File: src/rtl/awb_gain_ctrl.sv
// Auto-white-balance gain controller: derives R/B gains from per-frame channel sums
// with a shared 40-bit restoring divider. Optional IIR smoothing when AWB_SMOOTH_EN is defined.
module awb_gain_ctrl #(
  parameter logic [9:0] GAIN_MAX     = 10'd1023,
  parameter logic [9:0] GAIN_MIN     = 10'd64,
  parameter int         SMOOTH_SHIFT = 2
) (
  input  logic        clk,
  input  logic        rst_n,
  input  logic [31:0] r_sum_in,
  input  logic [31:0] g_sum_in,
  input  logic [31:0] b_sum_in,
  input  logic        frame_done_in,
  output logic [9:0]  r_gain_out,
  output logic [9:0]  g_gain_out,
  output logic [9:0]  b_gain_out,
  output logic        gain_valid_out,
  output logic        busy_out
);

  localparam logic [9:0] UNITY    = 10'd256;
  localparam logic [5:0] LAST_BIT = 6'd39;

  typedef enum logic [1:0] {IDLE, DIV_R, DIV_B, UPDATE} state_t;

  state_t      state_q, state_d;
  logic [31:0] r_sum_q, r_sum_d;
  logic [31:0] g_sum_q, g_sum_d;
  logic [31:0] b_sum_q, b_sum_d;
  logic [39:0] dvd_q, dvd_d;
  logic [31:0] rem_q, rem_d;
  logic [5:0]  cnt_q, cnt_d;
  logic [9:0]  tgt_r_q, tgt_r_d;
  logic [9:0]  tgt_b_q, tgt_b_d;
  logic [9:0]  r_gain_q, r_gain_d;
  logic [9:0]  b_gain_q, b_gain_d;
  logic        vld_q, vld_d;

  logic [31:0] divisor;
  logic [32:0] rem_sh;
  logic        q_bit;
  logic [31:0] rem_step;
  logic [39:0] dvd_step;

  function automatic logic [9:0] clamp_quo(input logic [39:0] quo);
    logic [9:0] res;
    if (quo > {30'd0, GAIN_MAX})      res = GAIN_MAX;
    else if (quo < {30'd0, GAIN_MIN}) res = GAIN_MIN;
    else                              res = quo[9:0];
    return res;
  endfunction

  // A zero divisor or zero green sum leaves the channel at its current gain.
  function automatic logic [9:0] pick_tgt(input logic [31:0] div_sum,
                                          input logic [31:0] grn_sum,
                                          input logic [39:0] quo,
                                          input logic [9:0]  cur);
    logic [9:0] res;
    if (div_sum == 32'd0 || grn_sum == 32'd0) res = cur;
    else                                      res = clamp_quo(quo);
    return res;
  endfunction

`ifdef AWB_SMOOTH_EN
  function automatic logic [9:0] smooth_gain(input logic [9:0] old, input logic [9:0] tgt);
    logic signed [10:0] diff;
    logic signed [10:0] stp;
    logic signed [11:0] sum;
    logic [9:0]         res;
    diff = $signed({1'b0, tgt}) - $signed({1'b0, old});
    stp  = diff >>> SMOOTH_SHIFT;
    sum  = $signed({2'b00, old}) + $signed({stp[10], stp});
    if (sum > $signed({2'b00, GAIN_MAX}))      res = GAIN_MAX;
    else if (sum < $signed({2'b00, GAIN_MIN})) res = GAIN_MIN;
    else                                       res = sum[9:0];
    return res;
  endfunction
`endif

  // One restoring-division step; the quotient shifts into the dividend register from the LSB.
  always_comb begin
    divisor  = (state_q == DIV_B) ? b_sum_q : r_sum_q;
    rem_sh   = {rem_q, dvd_q[39]};
    q_bit    = (rem_sh >= {1'b0, divisor});
    rem_step = q_bit ? 32'(rem_sh - {1'b0, divisor}) : rem_sh[31:0];
    dvd_step = {dvd_q[38:0], q_bit};
  end

  always_comb begin
    state_d  = state_q;
    r_sum_d  = r_sum_q;
    g_sum_d  = g_sum_q;
    b_sum_d  = b_sum_q;
    dvd_d    = dvd_q;
    rem_d    = rem_q;
    cnt_d    = cnt_q;
    tgt_r_d  = tgt_r_q;
    tgt_b_d  = tgt_b_q;
    r_gain_d = r_gain_q;
    b_gain_d = b_gain_q;
    vld_d    = 1'b0;
    case (state_q)
      IDLE: begin
        if (frame_done_in) begin
          r_sum_d = r_sum_in;
          g_sum_d = g_sum_in;
          b_sum_d = b_sum_in;
          dvd_d   = {g_sum_in, 8'd0};
          rem_d   = 32'd0;
          cnt_d   = 6'd0;
          state_d = DIV_R;
        end
      end
      DIV_R: begin
        dvd_d = dvd_step;
        rem_d = rem_step;
        cnt_d = cnt_q + 6'd1;
        if (cnt_q == LAST_BIT) begin
          tgt_r_d = pick_tgt(r_sum_q, g_sum_q, dvd_step, r_gain_q);
          dvd_d   = {g_sum_q, 8'd0};
          rem_d   = 32'd0;
          cnt_d   = 6'd0;
          state_d = DIV_B;
        end
      end
      DIV_B: begin
        dvd_d = dvd_step;
        rem_d = rem_step;
        cnt_d = cnt_q + 6'd1;
        if (cnt_q == LAST_BIT) begin
          tgt_b_d = pick_tgt(b_sum_q, g_sum_q, dvd_step, b_gain_q);
          cnt_d   = 6'd0;
          state_d = UPDATE;
        end
      end
      UPDATE: begin
`ifdef AWB_SMOOTH_EN
        r_gain_d = smooth_gain(r_gain_q, tgt_r_q);
        b_gain_d = smooth_gain(b_gain_q, tgt_b_q);
`else
        r_gain_d = tgt_r_q;
        b_gain_d = tgt_b_q;
`endif
        vld_d    = 1'b1;
        state_d  = IDLE;
      end
      default: state_d = IDLE;
    endcase
  end

  always_ff @(posedge clk or negedge rst_n) begin
    if (!rst_n) begin
      state_q  <= IDLE;
      r_sum_q  <= 32'd0;
      g_sum_q  <= 32'd0;
      b_sum_q  <= 32'd0;
      dvd_q    <= 40'd0;
      rem_q    <= 32'd0;
      cnt_q    <= 6'd0;
      tgt_r_q  <= UNITY;
      tgt_b_q  <= UNITY;
      r_gain_q <= UNITY;
      b_gain_q <= UNITY;
      vld_q    <= 1'b0;
    end else begin
      state_q  <= state_d;
      r_sum_q  <= r_sum_d;
      g_sum_q  <= g_sum_d;
      b_sum_q  <= b_sum_d;
      dvd_q    <= dvd_d;
      rem_q    <= rem_d;
      cnt_q    <= cnt_d;
      tgt_r_q  <= tgt_r_d;
      tgt_b_q  <= tgt_b_d;
      r_gain_q <= r_gain_d;
      b_gain_q <= b_gain_d;
      vld_q    <= vld_d;
    end
  end

  assign r_gain_out     = r_gain_q;
  assign g_gain_out     = UNITY;
  assign b_gain_out     = b_gain_q;
  assign gain_valid_out = vld_q;
  assign busy_out       = (state_q != IDLE);

endmodule

File: config.mk
export PLATFORM = sky130hd
export DESIGN_NAME = awb_gain_ctrl
export DESIGN_NICKNAME = d
export VERILOG_FILES = /design/src/rtl/awb_gain_ctrl.sv
export SDC_FILE = /design/constraint.sdc
export NUM_CORES = 1
export LEC_CHECK = 0
export BUFFER_PORTS_ARGS = -buffer_cell sky130_fd_sc_hd__buf_2
export CAP_MARGIN = 20
export CELL_PAD_IN_SITES_DETAIL_PLACEMENT = 1
export CELL_PAD_IN_SITES_GLOBAL_PLACEMENT = 2
export CORE_MARGIN = 10
export CORE_UTILIZATION = 43
export CTS_BUF_LIST = sky130_fd_sc_hd__clkbuf_8
export DETAILED_ROUTE_END_ITERATION = 8
export GPL_TIMING_DRIVEN = 0
export PLACE_DENSITY = 0.95
export SYNTH_ARGS = -nofsm -noshare
export SYNTH_HDL_FRONTEND = slang
export SYNTH_SLANG_ARGS = --single-unit
export TNS_END_PERCENT = 50
File: constraint.sdc
create_clock -name clk -period 10.8 [get_ports clk]
set_clock_uncertainty 0.05 [all_clocks]
set_input_delay 0 -clock clk [delete_from_list [all_inputs] [get_ports clk]]
set_output_delay 0 -clock clk [all_outputs]
set_load 0.02 [all_outputs]
==> results.sh <==
export IMPL_slew_headroom_pct=31.0
export IMPL_numPortBuffers=119
export IMPL_vias=10200
export IMPL_cpPeakStageDelay_ns=0.83
export IMPL_cts_tree="done"
export IMPL_min_period_ns=5.30
export IMPL_min_path_type="primary input to flip-flop"
export IMPL_crit_top_cell="clkbuf_1"
export IMPL_ys_seq_area_share_pct=46.2
export IMPL_rsz0062_at_grt="false"
export IMPL_powerDensity_nw_per_um2=342
export IMPL_viasPerCell=5.85
export IMPL_synth_edff_count=0
export IMPL_track_usage_pct=23.7
export IMPL_grt_max_degree=87
export IMPL_outcome="completed"
export IMPL_clk_latency_ns=0.56
export IMPL_path_clk_slew_ns=0.07
export IMPL_grt_pass1_vias=11100
export IMPL_hold_depth=3
export IMPL_gp_congestion=0.892
export IMPL_clk_path_buf_depth=3
export IMPL_ys_top_cells_by_area="dfrtp_1 45%, mux2_2 11%, mux2i_1 5.4%"
export IMPL_post_synth_top_area_cell="dfrtp_1"
export IMPL_yosys_area_share_xor_xnor_pct=1.94
export IMPL_die_w_um=185
export IMPL_area_delta_synth_final_pct=24.9
export IMPL_r2r_slack_ns=5.50
export IMPL_m1WireLength_mm=17.8
export IMPL_grt_first_pass_wirelength_mm=64.3
export IMPL_start_kind="flip-flop"
export IMPL_die_h_um=185
export IMPL_synth_main_ff_cell="dfrtp_1"
export IMPL_cts_root_buf="clkbuf_8"
export IMPL_yosysMostFrequentCell="dfrtp_1"
export IMPL_reg2reg_depth=17
export IMPL_postRouteAntennaNets=0
export IMPL_initial_core_util_pct=43.6
export IMPL_finalCritPeriodShare_pct=49.1
export IMPL_ys_warn_count=0
export IMPL_grt_antenna_before_repair=0
export IMPL_fillers=2963
export IMPL_cts_resized=0
export IMPL_worst_pin_slew_ns=1.04
export IMPL_synthAdderAreaFrac_pct=4.21
export IMPL_hold_buffers=100
export IMPL_synthTopCellsByCount="213 x dfrtp_1, 120 x mux2_2, 87 x nand2_1"
export IMPL_die_area_um2=34400
export IMPL_synth_top_cell_area_share_pct=45.3
export IMPL_wl_per_cell_um=23.3
export IMPL_max_freq_mhz=189
export IMPL_nets=1513
export IMPL_crit_chain="inv_1, ha_1, clkbuf_1, clkbuf_1, mux2i_1, ha_1, clkbuf_1, nand2_1, nor2_1, a211oi_2, o211ai_2, a2111oi_4, and2_1, buf_6, buf_6, mux2i_1, o21ai_1"
export IMPL_cp_slowest_cell="clkbuf_1"
export IMPL_diodes=0
export IMPL_fin_setup_tns_ns=0
export IMPL_routed_wl_met3_mm=2.34
export IMPL_routed_top_layer="met4"
export IMPL_crit_buf_inv=6
export IMPL_avgSynthCellArea_um2=10.6
export IMPL_maxCapViolCount=0
export IMPL_grt_overflow=0
export IMPL_cts_buffers_inserted=39
export IMPL_synth_compound_area_share_pct=15.0
export IMPL_cts_sinks=217
export IMPL_ios=131
export IMPL_layout_drive_gt1_share_pct=23.9
export IMPL_async_reset_ff_share_pct=100
export IMPL_critPathArrivalTime_ns=5.65
export IMPL_htreeDepth=2
export IMPL_synthSimpleGateAreaFrac_pct=11.9
export IMPL_crit_path_end_kind="flip-flop"
export IMPL_synth_mux_area_share_pct=16.9
export IMPL_post_cts_buffers=0
export IMPL_synth_top_family_by_area="multiplexers"
export IMPL_first_pass_iters=5
export IMPL_cp_top_family="buffers and inverters"
export IMPL_ys_types=67
export IMPL_maxSlewViolCount=0
export IMPL_worst_hold_path_endpoint="b_sum_q[30]"
export IMPL_holdCritStartpoint="b_sum_in[30]"
export IMPL_wl_met2_mm=19.6
export IMPL_timing_rr_start="state_q[0]"
export IMPL_syn_inst=1105
export IMPL_ir_drop_mv=0.137
export IMPL_initialDrtViolationCount=594
export IMPL_ys_ff_latch=217
export IMPL_path_max_fanout=10
export IMPL_drc_errors=0
export IMPL_crit_type="flip-flop to flip-flop"
export IMPL_p_total_w=0.00503
export IMPL_rows=60
export IMPL_synthesis_area_um2=11800
export IMPL_timing_rr_end="rem_q[9]"
export IMPL_setup_viol=0
export IMPL_dp_hpwl_mm=27.7
export IMPL_fp_coreArea_um2=27000
export IMPL_p_leak_nw=6.95
export IMPL_finalHoldViolations=0
export IMPL_wl_mm=40.6
export IMPL_cp_data_required_time_ns=11.15
[cell usage in the layout, fill, tap and decap left out, types with 10 or more instances in the layout]
| master | netlist | layout |
|---|---|---|
| a21o_1 | 12 | 12 |
| a21oi_1 | 72 | 72 |
| a221oi_1 | 32 | 32 |
| a32oi_1 | 13 | 13 |
| and3_1 | 35 | 35 |
| buf_2 | 2 | 120 |
| buf_4 | 12 | 12 |
| clkbuf_1 | 48 | 48 |
| clkbuf_8 | 0 | 48 |
| conb_1 | 2 | 10 |
| dfrtp_1 | 213 | 213 |
| dlygate4sd3_1 | 0 | 99 |
| ha_1 | 38 | 38 |
| inv_1 | 18 | 34 |
| mux2_2 | 120 | 120 |
| mux2i_1 | 64 | 64 |
| nand2_1 | 87 | 87 |
| nand4_1 | 10 | 10 |
| nor2_1 | 64 | 64 |
| nor4_1 | 36 | 36 |
| o21ai_0 | 41 | 41 |
| o21ai_1 | 29 | 29 |
| xnor2_1 | 17 | 17 |
[layout make-up]
cell class / instances / area, µm² / share of cell area (%)
Clock inverter: 23 / 126 / 0.861
Sequential cell: 217 / 5440 / 37.0
Clock buffer: 48 / 661 / 4.50
Multi-Input combinational cell: 804 / 5920 / 40.3
Buffer: 74 / 364 / 2.48
Inverter: 18 / 67.6 / 0.460
Tap cell: 341 / 427 / 2.91
Timing Repair Buffer: 221 / 1680 / 11.4
[tightest hold or removal path: stages]
cell           delay (ns)
dlygate4sd3_1        0.52
buf_2                0.09
mux2_2               0.12
[stage by stage]
stage | setup WS [ns] | instances | instance area (µm²) | hold slack (ns) | util [%]
floorplan | 6.93 | 1113 | 11800 | -0.346 | -
global placement | 5.69 | 1573 | 12800 | 0.182 | 47.5
detailed placement | 5.54 | 1575 | 12900 | -0.0981 | 47.8
CTS | 5.49 | 1746 | 14700 | 0.151 | 54.5
global route | 5.15 | 1746 | 14700 | 0.189 | 54.5
finish | 5.50 | 1746 | 14700 | 0.165 | 54.5
[worst max path at each step]
stage                end  cells after the start  slack (ns)       start
6_report        rem_q[9]                     17        5.50  state_q[0]
4_1_cts         rem_q[9]                     17        5.49  state_q[0]
5_1_grt         rem_q[9]                     17        5.15  state_q[0]
3_5_place_dp    rem_q[9]                     17        5.54  state_q[0]
3_3_place_gp    rem_q[9]                     17        5.69  state_q[0]
2_1_floorplan  rem_q[11]                     17        6.93  state_q[0]
[where the power goes]
part	switching (W)	internal, W
Sequential	0.000369	0.00119
Combinational	0.00161	0.00107
Clock	0.000366	0.000427
Total	0.00234	0.00269
[kinds of logic (layout without fill, tap and decap cells)]
family                   after synthesis  in the layout
buffers and inverters                 92            384
AND/OR/NAND/NOR                      281            281
XOR/XNOR                              26             26
adder cells (fa/ha/maj)               39             39
flip-flops                           217            217
multiplexers                         184            184
other                                  2             10
AO/OA/AOI/OAI                        264            264
[per-layer routing]
layer	vias to the layer above	track usage (%)
met2	294	39.7
met3	61	4.58
met1	5216	30.6
li1	4641	-
met4	0	6.24
met5	-	0
[sequential cells by signal, summed over array words and instances, names as in the netlist, 32 cells and up]
| name | cells |
|---|---|
| dvd_q | 40 |
| b_sum_q | 32 |
| g_sum_q | 32 |
| r_sum_q | 32 |
| rem_q | 32 |
No activity file was read; power rests on OpenSTA's default activity.
